==> config.mk <==
export PLATFORM = sky130hd
export DESIGN_NAME = load_store_initiator_flat
export DESIGN_NICKNAME = d
export VERILOG_FILES = /design/src/rtl/load_store_initiator_if.sv /design/src/rtl/load_store_initiator.sv /design/src/flat_wrapper.sv
export SDC_FILE = /design/constraint.sdc
export NUM_CORES = 1
export LEC_CHECK = 0
export BUFFER_PORTS_ARGS = -buffer_cell sky130_fd_sc_hd__buf_2
export CAP_MARGIN = 15
export CORE_AREA = 2 2 97 108
export CTS_CLUSTER_SIZE = 40
export DETAILED_ROUTE_END_ITERATION = 7
export DIE_AREA = 0 0 99 110
export MAX_ROUTING_LAYER = met4
export PLACE_DENSITY_LB_ADDON = 0.3
export SLEW_MARGIN = 30
export SYNTH_ARGS = -nofsm -noshare
export SYNTH_HDL_FRONTEND = slang
export SYNTH_SLANG_ARGS = --single-unit
==> constraint.sdc <==
create_clock -name Clk -period 6.1 [get_ports Clk]
set_input_delay 1.22 -clock Clk [delete_from_list [all_inputs] [get_ports Clk]]
set_output_delay 1.22 -clock Clk [all_outputs]
set_load 0.03 [all_outputs]
==> src/rtl/load_store_initiator_if.sv <==
// Bus bundle between the CPU, the load/store initiator and the data memory.
// The master modport is the initiator's view; the slave modport is the
// environment (CPU request side plus memory) that surrounds it.
interface load_store_initiator_if;
  // CPU request channel
  logic        Req_Valid;
  logic        Req_Ready;
  logic        Req_Write;
  logic [1:0]  Req_Size;
  logic        Req_Unsigned;
  logic [31:0] Req_Addr;
  logic [31:0] Req_WData;

  // CPU response channel
  logic        Resp_Valid;
  logic        Resp_Ready;
  logic [31:0] Resp_RData;
  logic        Resp_Error;

  // Data-memory port
  logic [31:0] Mem_Address;
  logic [31:0] Mem_WriteData;
  logic        Mem_MemWrite;
  logic        Mem_MemRead;
  logic        Mem_HalfControl;
  logic        Mem_ByteControl;
  logic [31:0] Mem_ReadData;

  // Status
  logic [15:0] Txn_Count;

  modport master (
    input  Req_Valid, Req_Write, Req_Size, Req_Unsigned, Req_Addr, Req_WData,
    output Req_Ready,
    output Resp_Valid, Resp_RData, Resp_Error,
    input  Resp_Ready,
    output Mem_Address, Mem_WriteData, Mem_MemWrite, Mem_MemRead,
    output Mem_HalfControl, Mem_ByteControl,
    input  Mem_ReadData,
    output Txn_Count
  );

  modport slave (
    output Req_Valid, Req_Write, Req_Size, Req_Unsigned, Req_Addr, Req_WData,
    input  Req_Ready,
    input  Resp_Valid, Resp_RData, Resp_Error,
    output Resp_Ready,
    input  Mem_Address, Mem_WriteData, Mem_MemWrite, Mem_MemRead,
    input  Mem_HalfControl, Mem_ByteControl,
    output Mem_ReadData,
    input  Txn_Count
  );
endinterface

==> src/rtl/load_store_initiator.sv <==
// Load/store initiator: takes one CPU access at a time, checks alignment and
// range, drives the data-memory strobes for LATENCY cycles and returns a
// single response (load data or error) that is held until the CPU takes it.
module load_store_initiator #(
  parameter int MEM_BYTES = 32768,
  parameter int LATENCY   = 1      // 1..15 cycles of memory strobes per access
) (
  input  logic                   Clk,
  input  logic                   Reset_n,
  load_store_initiator_if.master bus
);

  typedef enum logic [1:0] {
    IDLE   = 2'd0,
    ACCESS = 2'd1,
    RESP   = 2'd2
  } state_t;

  localparam logic [3:0]  CNT_INIT  = 4'(LATENCY - 1);
  localparam logic [32:0] MEM_LIMIT = 33'(MEM_BYTES);

  localparam logic [1:0] SIZE_BYTE = 2'b00;
  localparam logic [1:0] SIZE_HALF = 2'b01;
  localparam logic [1:0] SIZE_WORD = 2'b10;

  state_t      state_q,      state_d;
  logic [3:0]  cnt_q,        cnt_d;
  logic        write_q,      write_d;
  logic [1:0]  size_q,       size_d;
  logic        unsigned_q,   unsigned_d;
  logic [31:0] mem_addr_q,   mem_addr_d;
  logic [31:0] mem_wdata_q,  mem_wdata_d;
  logic [31:0] resp_rdata_q, resp_rdata_d;
  logic        resp_error_q, resp_error_d;
  logic [15:0] txn_count_q,  txn_count_d;

  logic        req_error;
  logic        in_access;
  logic [31:0] load_data;

  // Classify the incoming request: illegal size, misalignment or out of range.
  always_comb begin
    req_error = 1'b0;
    if (bus.Req_Size == 2'b11) begin
      req_error = 1'b1;
    end
    if ((bus.Req_Size == SIZE_HALF) && bus.Req_Addr[0]) begin
      req_error = 1'b1;
    end
    if ((bus.Req_Size == SIZE_WORD) && (bus.Req_Addr[1:0] != 2'b00)) begin
      req_error = 1'b1;
    end
    if ({1'b0, bus.Req_Addr} >= MEM_LIMIT) begin
      req_error = 1'b1;
    end
  end

  // Load result: memory already sign-extends, so unsigned loads just clear
  // the bits above the access size.
  always_comb begin
    load_data = bus.Mem_ReadData;
    if (unsigned_q) begin
      case (size_q)
        SIZE_BYTE: load_data = {24'h00_0000, bus.Mem_ReadData[7:0]};
        SIZE_HALF: load_data = {16'h0000, bus.Mem_ReadData[15:0]};
        default:   load_data = bus.Mem_ReadData;
      endcase
    end
  end

  // Next-state and datapath update for the IDLE -> ACCESS -> RESP sequence.
  always_comb begin
    state_d      = state_q;
    cnt_d        = cnt_q;
    write_d      = write_q;
    size_d       = size_q;
    unsigned_d   = unsigned_q;
    mem_addr_d   = mem_addr_q;
    mem_wdata_d  = mem_wdata_q;
    resp_rdata_d = resp_rdata_q;
    resp_error_d = resp_error_q;
    txn_count_d  = txn_count_q;

    case (state_q)
      IDLE: begin
        if (bus.Req_Valid) begin
          write_d    = bus.Req_Write;
          size_d     = bus.Req_Size;
          unsigned_d = bus.Req_Unsigned;
          if (req_error) begin
            // Rejected accesses never touch memory, so the memory-side
            // address/data registers keep the last legal access.
            state_d      = RESP;
            resp_rdata_d = 32'h0000_0000;
            resp_error_d = 1'b1;
          end else begin
            state_d     = ACCESS;
            cnt_d       = CNT_INIT;
            mem_addr_d  = bus.Req_Addr;
            mem_wdata_d = bus.Req_WData;
          end
        end
      end

      ACCESS: begin
        if (cnt_q != 4'd0) begin
          cnt_d = cnt_q - 4'd1;
        end else begin
          state_d      = RESP;
          resp_error_d = 1'b0;
          resp_rdata_d = write_q ? 32'h0000_0000 : load_data;
        end
      end

      RESP: begin
        if (bus.Resp_Ready) begin
          state_d     = IDLE;
          txn_count_d = txn_count_q + 16'd1;
        end
      end

      default: begin
        state_d = IDLE;
      end
    endcase
  end

  // State and datapath registers with asynchronous clear.
  always_ff @(posedge Clk or negedge Reset_n) begin
    if (!Reset_n) begin
      state_q      <= IDLE;
      cnt_q        <= 4'd0;
      write_q      <= 1'b0;
      size_q       <= 2'b00;
      unsigned_q   <= 1'b0;
      mem_addr_q   <= 32'h0000_0000;
      mem_wdata_q  <= 32'h0000_0000;
      resp_rdata_q <= 32'h0000_0000;
      resp_error_q <= 1'b0;
      txn_count_q  <= 16'h0000;
    end else begin
      state_q      <= state_d;
      cnt_q        <= cnt_d;
      write_q      <= write_d;
      size_q       <= size_d;
      unsigned_q   <= unsigned_d;
      mem_addr_q   <= mem_addr_d;
      mem_wdata_q  <= mem_wdata_d;
      resp_rdata_q <= resp_rdata_d;
      resp_error_q <= resp_error_d;
      txn_count_q  <= txn_count_d;
    end
  end

  // Strobes decode straight from registered state, so an asynchronous reset
  // drops them immediately. The write strobe only fires on the last ACCESS
  // cycle, giving exactly one memory write per store.
  assign in_access           = (state_q == ACCESS);
  assign bus.Mem_MemRead     = in_access && !write_q;
  assign bus.Mem_MemWrite    = in_access && write_q && (cnt_q == 4'd0);
  assign bus.Mem_HalfControl = in_access && (size_q == SIZE_HALF);
  assign bus.Mem_ByteControl = in_access && (size_q == SIZE_BYTE);
  assign bus.Mem_Address     = mem_addr_q;
  assign bus.Mem_WriteData   = mem_wdata_q;

  assign bus.Req_Ready  = (state_q == IDLE);
  assign bus.Resp_Valid = (state_q == RESP);
  assign bus.Resp_RData = resp_rdata_q;
  assign bus.Resp_Error = resp_error_q;
  assign bus.Txn_Count  = txn_count_q;

endmodule

==> src/flat_wrapper.sv <==
// flat-port wrapper written by rule: the top's interface ports become plain ports
module load_store_initiator_flat 
#(
  parameter int MEM_BYTES = 32768,
  parameter int LATENCY   = 1                                                  
)
  (Clk, Reset_n, bus_Req_Valid, bus_Req_Write, bus_Req_Size, bus_Req_Unsigned, bus_Req_Addr, bus_Req_WData, bus_Req_Ready, bus_Resp_Valid, bus_Resp_RData, bus_Resp_Error, bus_Resp_Ready, bus_Mem_Address, bus_Mem_WriteData, bus_Mem_MemWrite, bus_Mem_MemRead, bus_Mem_HalfControl, bus_Mem_ByteControl, bus_Mem_ReadData, bus_Txn_Count);
  load_store_initiator_if bus_i ();
  input  logic Clk;
  input  logic Reset_n;
  input wire logic [$bits(bus_i.Req_Valid)-1:0] bus_Req_Valid;
  input wire logic [$bits(bus_i.Req_Write)-1:0] bus_Req_Write;
  input wire logic [$bits(bus_i.Req_Size)-1:0] bus_Req_Size;
  input wire logic [$bits(bus_i.Req_Unsigned)-1:0] bus_Req_Unsigned;
  input wire logic [$bits(bus_i.Req_Addr)-1:0] bus_Req_Addr;
  input wire logic [$bits(bus_i.Req_WData)-1:0] bus_Req_WData;
  output wire logic [$bits(bus_i.Req_Ready)-1:0] bus_Req_Ready;
  output wire logic [$bits(bus_i.Resp_Valid)-1:0] bus_Resp_Valid;
  output wire logic [$bits(bus_i.Resp_RData)-1:0] bus_Resp_RData;
  output wire logic [$bits(bus_i.Resp_Error)-1:0] bus_Resp_Error;
  input wire logic [$bits(bus_i.Resp_Ready)-1:0] bus_Resp_Ready;
  output wire logic [$bits(bus_i.Mem_Address)-1:0] bus_Mem_Address;
  output wire logic [$bits(bus_i.Mem_WriteData)-1:0] bus_Mem_WriteData;
  output wire logic [$bits(bus_i.Mem_MemWrite)-1:0] bus_Mem_MemWrite;
  output wire logic [$bits(bus_i.Mem_MemRead)-1:0] bus_Mem_MemRead;
  output wire logic [$bits(bus_i.Mem_HalfControl)-1:0] bus_Mem_HalfControl;
  output wire logic [$bits(bus_i.Mem_ByteControl)-1:0] bus_Mem_ByteControl;
  input wire logic [$bits(bus_i.Mem_ReadData)-1:0] bus_Mem_ReadData;
  output wire logic [$bits(bus_i.Txn_Count)-1:0] bus_Txn_Count;
  assign bus_i.Req_Valid = bus_Req_Valid;
  assign bus_i.Req_Write = bus_Req_Write;
  assign bus_i.Req_Size = bus_Req_Size;
  assign bus_i.Req_Unsigned = bus_Req_Unsigned;
  assign bus_i.Req_Addr = bus_Req_Addr;
  assign bus_i.Req_WData = bus_Req_WData;
  assign bus_Req_Ready = bus_i.Req_Ready;
  assign bus_Resp_Valid = bus_i.Resp_Valid;
  assign bus_Resp_RData = bus_i.Resp_RData;
  assign bus_Resp_Error = bus_i.Resp_Error;
  assign bus_i.Resp_Ready = bus_Resp_Ready;
  assign bus_Mem_Address = bus_i.Mem_Address;
  assign bus_Mem_WriteData = bus_i.Mem_WriteData;
  assign bus_Mem_MemWrite = bus_i.Mem_MemWrite;
  assign bus_Mem_MemRead = bus_i.Mem_MemRead;
  assign bus_Mem_HalfControl = bus_i.Mem_HalfControl;
  assign bus_Mem_ByteControl = bus_i.Mem_ByteControl;
  assign bus_i.Mem_ReadData = bus_Mem_ReadData;
  assign bus_Txn_Count = bus_i.Txn_Count;
  load_store_initiator #(.MEM_BYTES(MEM_BYTES), .LATENCY(LATENCY)) u_core (.Clk(Clk), .Reset_n(Reset_n), .bus(bus_i));
endmodule
==> reports/qor.txt <==
Iter 0 DRT Violations = 112
Cells after Synth = 333
clk buf depth = 2
io pins = 223
worst reg2reg endpoint = u_core.bus.Resp_RData[23]
Die Wd = 99 µm
postcts setup bufs = 0
Layout area overhead = 38.6%
prevailing post-synth register cell = dfrtp_1
Worst setup EP type = primary output
row cnt = 38
Clock Skews = 7.05 ps
Mapped Nets = 440
TritonRoute pass-1 iters = 4
worst-path fanout max = 4
Yosys top cell by area = dfrtp_1
Reg clk slew, reported paths = 50 ps
worst rel slew slack = 0.517
status = completed
fin worst setup slack = 2890 ps
commonest cells after routing, fill and taps aside = 221 x buf_2, 123 x dfrtp_1, 50 x mux2_2
final period utilization = 0.526
Post-DP HPWL = 7950 µm
final core occ = 0.684
Via-to-Cell Ratio = 5.15
die area = 10900 µm²
worst-margin pin slew = 719 ps
count of nets after finishing = 671
sequential share of power = 0.395
Final GP Congestion = 0.777
synthesized flop and latch total = 123
wire per inst = 15.8 µm
Final min period = 3210 ps
Synth Area per Inst = 14.5 µm²
final setup violation count = 0
drt drc = 0
Setup crit start = u_core.cnt_q[0]
Post-Route WL = 11000 µm
antenna cell count = 0
sequential share of the synthesized area = 0.640
setup tns final = 0 ps
commonest non-fill, non-tap cell in the layout = buf_2
CTS sink count = 123
clock network power share = 0.448
Pwr per Cell Area = 357 nW/µm²
initial antenna violation count = 0
worst vdd ir = 0.000245 V
Worst path slowest cell = dfrtp_1
nature of the critical path startpoint = flip-flop
largest cells by area after synthesis = dfrtp_1 64%, mux2_2 12%, a22o_1 5.8%, xnor2_1 2.5%, nor2b_1 2.2%
CTS Root Cell = clkbuf_8
RSZ-0062 raised after global routing = no
ANT nets after route = 0
Syn. warnings = 0
grt ovf = 0
Post-CTS Hold Buffers = 0
Net Sw Frac = 0.272
CP arrival = 1990 ps
CP peak stage delay = 400 ps
vias = 3587
Async S/R FF share, synth = 1.00
Max Slew Vio Count = 0
fmax = 0.312 GHz
post-synthesis cell area = 4810 µm²
critical path class = reg2out
Comb power frac = 0.157
max_cap viols = 0
GRT Overall Usage = 0.210
pin count of the biggest net entering global routing = 81
Hold WC Path Type = reg2reg
Unique masters post-synth = 42
Lkg Pwr = 3.74 nW
clock latency on the worst-skew pair = 510 ps
Endpoint, Worst Hold = u_core.bus.Txn_Count[15]
Initial Utilization = 0.494
number of global-route vias before repair = 3509
r2r setup slk = 3520 ps
Worst Path Required = 4880 ps
WHS Path Cells = 1
I/O Buffers = 222
FF-to-FF path depth = 6
Switch Pwr = 0.000647 W
H-tree depth = 4
P_int = 0.00173 W
first-pass GRT wire length = 17400 µm
Num CTS Buffers = 17
EDFF count, synth = 0
final hold violation count = 0
post-synth top area share = 0.640
cells along the critical path = inv_1 -> ha_1 -> nor3b_1 -> and3_1 -> buf_2
post-CTS sizing = 0
RR Startpoint = u_core.cnt_q[0]
Die H = 110 µm
share of cells above drive strength 1 = 0.541
HP Start = u_core.bus.Txn_Count[15]
worst slack, placed = 2340 ps
TritonCTS clock tree = built
core box area = 9750 µm²
==> stage by stage <==
stage | hold WS [ps] | instances | total power (W) | cell area [µm²]
CTS | 484 | 696 | 0.00240 | 6660
finish | 474 | 697 | 0.00238 | 6670
floorplan | 477 | 333 | 0.00119 | 4810
global route | 499 | 697 | 0.00248 | 6670
detailed placement | 472 | 664 | 0.00133 | 6020
global placement | 460 | 664 | 0.00131 | 6020
==> Yosys cell counts, drive strengths merged, types with 2 or more instances <==
| library cell | number |
|---|---|
| a21oi | 3 |
| a22o | 32 |
| and3 | 3 |
| and4 | 3 |
| buf | 8 |
| clkbuf | 6 |
| dfrtp | 123 |
| ha | 3 |
| inv | 6 |
| mux2 | 52 |
| mux2i | 2 |
| nand2 | 9 |
| nand2b | 2 |
| nand3 | 7 |
| nand4 | 5 |
| nor2 | 4 |
| nor2b | 17 |
| nor3 | 7 |
| nor3b | 3 |
| nor4 | 4 |
| o211ai | 3 |
| o21a | 2 |
| o21ai | 2 |
| o31ai | 4 |
| xnor2 | 14 |
==> sequential cells by signal, summed over array words and instances, names as in the netlist <==
register / cells
u_core.bus.Mem_Address: 32
u_core.bus.Mem_WriteData: 32
u_core.bus.Resp_Error: 1
u_core.bus.Resp_RData: 32
u_core.unsigned_q: 1
u_core.size_q: 2
u_core.write_q: 1
u_core.state_q: 2
u_core.cnt_q: 4
u_core.bus.Txn_Count: 16
==> critical path: cells and delay by family (launching register included) <==
kind          cells  cell delay (ps)
simple gates      2              570
flops             1              400
fa+ha+maj         1              190
buf+inv           2              320
==> power by group through the flow <==
| stage | logic (W) | registers, W | clock network, W |
|---|---|---|---|
| floorplan | 0.000212 | 0.000976 | 0 |
| global placement | 0.000362 | 0.000949 | 0 |
| detailed placement | 0.000375 | 0.000952 | 0 |
| CTS | 0.000377 | 0.000939 | 0.00108 |
| global route | 0.000408 | 0.000951 | 0.00113 |
| finish | 0.000372 | 0.000940 | 0.00107 |
==> per-layer routing <==
metal	wire, µm	track usage
met4	177	0.0656
met2	5320	0.320
met1	4700	0.273
met5	0	-
met3	811	0.0649
==> logic make-up after synthesis <==
group / Yosys count / synth area share
AOI/OAI and AO/OA: 49 / 0.0848
xor gates and xnor gates: 15 / 0.0273
adders and majority gates: 3 / 0.00780
buffers and inverters: 20 / 0.0250
DFF: 123 / 0.640
muxes: 54 / 0.126
and+or+nand+nor: 69 / 0.0897
==> layout make-up <==
type / count / area [µm²]
flip-flops and latches: 123 / 3080
clock inverters: 11 / 193
well taps: 120 / 150
clock buffers: 21 / 439
inverters: 6 / 22.5
multi-input cells: 190 / 1630
repair buffers: 226 / 1160
fillers: 744 / 3080
==> worst max path at each step <==
stage	end	cells after the start	slack (ps)
global placement	u_core.bus.Mem_WriteData[14]	6	2430
global route	bus_Mem_MemWrite	5	2690
finish	bus_Mem_MemWrite	5	2890
detailed placement	u_core.bus.Mem_WriteData[11]	6	2340
floorplan	u_core.bus.Mem_Address[10]	5	3130
CTS	bus_Mem_MemWrite	5	2850
(Power assumes the default switching activity.)
